<file path="src/rtl/huffman_bit_feeder_if.sv">
// Byte-in / bit-out bus between the bitstream source, the bit feeder and the serial Huffman decoder.
// The master side is the producer/consumer environment and the slave side is the feeder itself.
interface huffman_bit_feeder_if #(
    parameter int CNT_W = 16
) ();
    logic [7:0]       in_data;
    logic             in_valid;
    logic             in_ready;
    logic             flush;
    logic             bit_out;
    logic             bit_valid;
    logic             bit_ready;
    logic [CNT_W-1:0] bits_consumed;
    logic             empty;

    modport master (
        output in_data, in_valid, flush, bit_ready,
        input  in_ready, bit_out, bit_valid, bits_consumed, empty
    );

    modport slave (
        input  in_data, in_valid, flush, bit_ready,
        output in_ready, bit_out, bit_valid, bits_consumed, empty
    );
endinterface

</file>
<file path="src/rtl/huffman_bit_feeder.sv">
// Buffers Huffman bitstream bytes in a small FIFO and serializes them MSB first, one bit per cycle,
// into the decoder input. The byte boundary is seamless when the next byte is already queued.
module huffman_bit_feeder #(
    parameter int FIFO_DEPTH = 4,
    parameter int CNT_W      = 16
) (
    input logic                 clk,
    input logic                 rst,
    huffman_bit_feeder_if.slave bus
);
    localparam int PTR_W = (FIFO_DEPTH > 1) ? $clog2(FIFO_DEPTH) : 1;
    localparam int OCC_W = PTR_W + 1;
    localparam logic [OCC_W-1:0] DEPTH_C = OCC_W'(FIFO_DEPTH);

    typedef enum logic [0:0] {
        IDLE  = 1'b0,
        SHIFT = 1'b1
    } state_e;

    logic [7:0]       mem_q [FIFO_DEPTH];
    logic [PTR_W-1:0] wr_ptr_q, wr_ptr_d;
    logic [PTR_W-1:0] rd_ptr_q, rd_ptr_d;
    logic [OCC_W-1:0] count_q, count_d;
    state_e           state_q, state_d;
    logic [7:0]       shift_q, shift_d;
    logic [2:0]       bit_idx_q, bit_idx_d;
    logic [CNT_W-1:0] consumed_q, consumed_d;
    logic             in_ready_q, in_ready_d;
    logic             empty_q, empty_d;
    logic             push_s, load_s, take_s, wr_en_s;

    // Next-state logic for FIFO pointers, shifter FSM and the consumed-bit counter.
    always_comb begin
        wr_ptr_d   = wr_ptr_q;
        rd_ptr_d   = rd_ptr_q;
        count_d    = count_q;
        state_d    = state_q;
        shift_d    = shift_q;
        bit_idx_d  = bit_idx_q;
        consumed_d = consumed_q;

        take_s  = (state_q == SHIFT) && bus.bit_ready;
        push_s  = bus.in_valid && in_ready_q;
        // A refill uses only the registered occupancy, so a byte pushed this edge waits one cycle.
        load_s  = (count_q != {OCC_W{1'b0}}) &&
                  ((state_q == IDLE) || (take_s && (bit_idx_q == 3'd0)));
        wr_en_s = push_s && !bus.flush;

        if (take_s) begin
            shift_d    = {shift_q[6:0], 1'b0};
            bit_idx_d  = bit_idx_q - 3'd1;
            consumed_d = consumed_q + CNT_W'(1);
            if (bit_idx_q == 3'd0) begin
                state_d = IDLE;
            end else begin
                state_d = SHIFT;
            end
        end else begin
            shift_d    = shift_q;
            bit_idx_d  = bit_idx_q;
            consumed_d = consumed_q;
        end

        if (load_s) begin
            shift_d   = mem_q[rd_ptr_q];
            bit_idx_d = 3'd7;
            state_d   = SHIFT;
            rd_ptr_d  = rd_ptr_q + PTR_W'(1);
        end else begin
            rd_ptr_d  = rd_ptr_q;
        end

        if (push_s) begin
            wr_ptr_d = wr_ptr_q + PTR_W'(1);
        end else begin
            wr_ptr_d = wr_ptr_q;
        end

        case ({push_s, load_s})
            2'b10:   count_d = count_q + OCC_W'(1);
            2'b01:   count_d = count_q - OCC_W'(1);
            default: count_d = count_q;
        endcase

        if (bus.flush) begin
            wr_ptr_d   = {PTR_W{1'b0}};
            rd_ptr_d   = {PTR_W{1'b0}};
            count_d    = {OCC_W{1'b0}};
            state_d    = IDLE;
            shift_d    = 8'h00;
            bit_idx_d  = 3'd0;
            consumed_d = {CNT_W{1'b0}};
        end else begin
            consumed_d = consumed_d;
        end

        in_ready_d = (count_d != DEPTH_C);
        empty_d    = (count_d == {OCC_W{1'b0}}) && (state_d == IDLE);
    end

    // State and output registers with synchronous reset.
    always_ff @(posedge clk) begin
        if (rst) begin
            wr_ptr_q   <= {PTR_W{1'b0}};
            rd_ptr_q   <= {PTR_W{1'b0}};
            count_q    <= {OCC_W{1'b0}};
            state_q    <= IDLE;
            shift_q    <= 8'h00;
            bit_idx_q  <= 3'd0;
            consumed_q <= {CNT_W{1'b0}};
            in_ready_q <= 1'b1;
            empty_q    <= 1'b1;
        end else begin
            wr_ptr_q   <= wr_ptr_d;
            rd_ptr_q   <= rd_ptr_d;
            count_q    <= count_d;
            state_q    <= state_d;
            shift_q    <= shift_d;
            bit_idx_q  <= bit_idx_d;
            consumed_q <= consumed_d;
            in_ready_q <= in_ready_d;
            empty_q    <= empty_d;
        end
    end

    // FIFO storage; contents are only meaningful between the pointers, so no reset is needed.
    always_ff @(posedge clk) begin
        if (!rst && wr_en_s) begin
            mem_q[wr_ptr_q] <= bus.in_data;
        end
    end

    assign bus.bit_out       = shift_q[7];
    assign bus.bit_valid     = (state_q == SHIFT);
    assign bus.in_ready      = in_ready_q;
    assign bus.empty         = empty_q;
    assign bus.bits_consumed = consumed_q;
endmodule

</file>
<file path="src/flat_wrapper.sv">
// flat-port wrapper written by rule: the top's interface ports become plain ports
module huffman_bit_feeder_flat 
#(
    parameter int FIFO_DEPTH = 4,
    parameter int CNT_W      = 16
)
  (clk, rst, bus_in_data, bus_in_valid, bus_flush, bus_bit_ready, bus_in_ready, bus_bit_out, bus_bit_valid, bus_bits_consumed, bus_empty);
  huffman_bit_feeder_if #(.CNT_W(CNT_W)) bus_i ();
  input logic clk;
  input logic rst;
  input wire logic [$bits(bus_i.in_data)-1:0] bus_in_data;
  input wire logic [$bits(bus_i.in_valid)-1:0] bus_in_valid;
  input wire logic [$bits(bus_i.flush)-1:0] bus_flush;
  input wire logic [$bits(bus_i.bit_ready)-1:0] bus_bit_ready;
  output wire logic [$bits(bus_i.in_ready)-1:0] bus_in_ready;
  output wire logic [$bits(bus_i.bit_out)-1:0] bus_bit_out;
  output wire logic [$bits(bus_i.bit_valid)-1:0] bus_bit_valid;
  output wire logic [$bits(bus_i.bits_consumed)-1:0] bus_bits_consumed;
  output wire logic [$bits(bus_i.empty)-1:0] bus_empty;
  assign bus_i.in_data = bus_in_data;
  assign bus_i.in_valid = bus_in_valid;
  assign bus_i.flush = bus_flush;
  assign bus_i.bit_ready = bus_bit_ready;
  assign bus_in_ready = bus_i.in_ready;
  assign bus_bit_out = bus_i.bit_out;
  assign bus_bit_valid = bus_i.bit_valid;
  assign bus_bits_consumed = bus_i.bits_consumed;
  assign bus_empty = bus_i.empty;
  huffman_bit_feeder #(.FIFO_DEPTH(FIFO_DEPTH), .CNT_W(CNT_W)) u_core (.clk(clk), .rst(rst), .bus(bus_i));
endmodule
</file>
<file path="config.mk">
export PLATFORM = sky130hd
export DESIGN_NAME = huffman_bit_feeder_flat
export DESIGN_NICKNAME = d
export VERILOG_FILES = /design/src/rtl/huffman_bit_feeder_if.sv /design/src/rtl/huffman_bit_feeder.sv /design/src/flat_wrapper.sv
export SDC_FILE = /design/constraint.sdc
export NUM_CORES = 1
export LEC_CHECK = 0
export BUFFER_PORTS_ARGS = -buffer_cell sky130_fd_sc_hd__buf_2
export CAP_MARGIN = 10
export CORE_UTILIZATION = 57
export DETAILED_ROUTE_END_ITERATION = 12
export PLACE_DENSITY = 0.89
export SYNTH_ARGS = -nofsm -noshare
export SYNTH_HDL_FRONTEND = slang
export SYNTH_SLANG_ARGS = --single-unit
</file>
<file path="constraint.sdc">
create_clock -name clk -period 3.4 [get_ports clk]
set_input_delay 0 -clock clk [delete_from_list [all_inputs] [get_ports clk]]
set_output_delay 0 -clock clk [all_outputs]
set_load 0.02 [all_outputs]
</file>
==> flow_summary.ini <==
[timing]
relSlewSlack_pct = 49.7
tightest_slew_ns = 0.754
fin_skew_ns = 0.00769
slew_violations = 0
finalHoldViolCount = 0
rsz0062_at_grt = false
fin_crit_ns = 2.68
period_share_pct = 78.8
setup_violations = 0
max_freq_mhz = 373
hold_slack_ns = 0.113
fin_setup_tns_ns = 0

[global_route]
grt_pass1_wl_um = 8360
grt.overflow.total = 0
grt_usage_pct = 21.6
grt_max_degree = 36
grt_pass1_vias = 1850
grt_antenna_before_repair = 0

[logic_synthesis]
synth_commonest_cells = dfxtp_1 (39), edfxtp_1 (32), nand2_1 (28), nor2_1 (25), a21oi_1 (12)
yosysTopAreaCellShare_pct = 33.2
synth_mux_area_share_pct = 6.57
synthTopCellsByArea = edfxtp_1 (33%), dfxtp_1 (27%), mux4_2 (6.2%)
yosysMostFrequentCell = dfxtp_1
yosys_register_bits = 71
synth_nets = 267
syn_area_sq_um = 2890
synth.distinct_cells = 36
synthAdderAreaFrac_pct = 4.15
seq_area_frac_synth_pct = 60.2
synth.avg_cell_area_sq_um = 11.8
yosys.area.top_type = edfxtp_1
synth_xor_area_share_pct = 4.84
synth_top_flop_cell = dfxtp_1
synthArstFlopShare_pct = 0
synthCells = 245
synth-edff-count = 32
synth_top_family_by_area = simple AND/OR/NAND/NOR gates
synthSimpleGateAreaFrac_pct = 14.4
synth_warnings = 0
synth-compound-area-share_pct = 7.01

[clock_network]
cts.repair.resized = 0
clk_pin_slew_ns = 0.08
cts.path.max_buffers = 2
cts_root_buf = clkbuf_8
numCtsBuffers = 9
h-tree-depth = 3
cts_tree = built
clock_sinks = 71
clock_latency_ns = 0.34

[worst_setup_path]
worstSetupPathType = register to register
crit_fanout = 19
cp_top_family = adder cells
start_kind = register
endpoint_kind = register
reg2reg_depth = 12
crit_buf_inv = 3
cp.depth = 12
cp.arrival_ns = 2.91
cpPeakStageDelay_ns = 0.39
critical_path_required_ns = 3.63
slowest_stage = fa_1
path_cells = inv_1 > ha_1 > nand3b_1 > a21o_1 > buf_4 > inv_1 > ha_1 > fa_1 > xnor2_1 > or3_1 > a21oi_1 > o31ai_1

[die]
fp.coreArea_sq_um = 4820
io_pins = 33
die-area_sq_um = 5360
fp.dieW_um = 73.2
start_util_pct = 60.1
rows = 25
die_h_um = 73.2

[layout]
antennaDiodeCount = 0
final_core_util_pct = 70.5
area_delta_synth_final_pct = 17.3
fin_nets = 308
drive_gt1_share_pct = 20.3

[job]
maxCapViolations = 0

[routing]
drc_errors = 0
dr_total_vias = 2003
wirelength_um = 5210
drt-initial-drc-count = 83
final_antenna_net_count = 0
firstDrtPassIters = 4
via_per_inst = 5.59
routedWlPerCell_um = 14.6

[place]
port_buffers = 32
hpwl_um = 3370
gp_congestion = 0.732

[power]
vdd.ir_drop.worst_v = 0.000422
p_per_area_nw_per_um2 = 521
p_leak_uw = 0.00124

[hold_path]
worstHoldPathCells = 4
worstHoldPathType = input pin to register

[run_status]
status = finished clean
==> state kept, by name, summed over array words and instances (netlist names), named ones only <==
name                      cells
u_core.wr_ptr_q               2
u_core.bus.in_ready           1
u_core.count_q                3
u_core.rd_ptr_q               2
u_core.bit_idx_q              3
u_core.bus.bit_valid          1
u_core.bus.bits_consumed     16
u_core.shift_q                8
u_core.mem_q                 32
u_core.bus.empty              1
==> worst paths after layout <==
path                                    startpoint                              end  slack [ns]
hold / removal                       bus_bit_ready  u_core.bus.bit_valid$_SDFF_PP0_        0.11
setup / recovery  u_core.bit_idx_q[0]$_SDFFE_PP0P_   u_core.bus.in_ready$_SDFF_PP1_        0.72
hold reg to reg     u_core.shift_q[0]$_SDFFE_PP0P_   u_core.shift_q[0]$_SDFFE_PP0P_        0.48
setup reg to reg  u_core.bit_idx_q[0]$_SDFFE_PP0P_   u_core.bus.in_ready$_SDFF_PP1_        0.72
==> logic make-up after synthesis <==
family,count (synthesis)
buffers and inverters,21
xor gates and xnor gates,16
and+or+nand+nor,88
AOI/OAI and AO/OA,31
muxes,9
adders and majority gates,9
DFF,71
==> final cells by class <==
cell class	instances	area, sq um
Timing Repair Buffer	43	268
Fill cell	357	1420
Tap cell	67	83.8
Clock inverter	7	77.6
Inverter	8	30.0
Clock buffer	9	124
Multi-Input combinational cell	153	1070
Sequential cell	71	1740
==> tightest hold or removal path, stage by stage <==
cell	delay [ns]
buf_2	0.13
nand3b_1	0.10
a21boi_0	0.12
nor2_1	0.08
==> what timing repair did <==
item | CTS | global route
endpoints found under the hold margin | 35 | 0
setup endpoints to repair | 0 | 0
hold buffers | 10 | 0
setup buffers | 0 | 0
==> report_power, final <==
part	leakage [uW]	internal, uW	total [uW]	switching (uW)
sequential	0.000605	914	934	19.7
clock	0.000101	346	678	332
combinational	0.000535	69.4	156	86.9
==> routing by layer <==
metal / up-vias / GRT usage [%] / share of wire (%)
met5: - / 0 / 0
met2: 54 / 36.0 / 49
met3: 11 / 8.29 / 5.4
li1: 960 / - / -
met4: 0 / 10.2 / 2.1
met1: 978 / 24.4 / 44
==> through the flow <==
step                total power (uW)  instances  area [sq um]  setup WS, ns
detailed placement              1100        332          3090         0.751
global route                    1830        358          3390         0.561
global placement                1090        332          3090         0.884
floorplan                       1060        245          2890         0.855
CTS                             1780        358          3390         0.756
finish                          1770        358          3390         0.720
==> cell usage in the layout, fill, tap and decap left out, types with 2 or more instances in the layout <==
cell type / count
nor3_1: 2
inv_1: 8
inv_6: 3
dfxtp_1: 39
buf_2: 32
nand2_1: 28
dlygate4sd3_1: 10
a21oi_1: 12
nor3b_1: 3
xnor2_1: 8
ha_1: 8
mux4_2: 8
nor2_1: 25
o21ai_0: 5
xor2_1: 8
or3_1: 5
nand4_1: 4
nand3_1: 6
and3_1: 8
edfxtp_1: 32
clkbuf_8: 9
o31ai_1: 2
a311oi_1: 7
No activity file was read; power rests on OpenSTA's default activity.
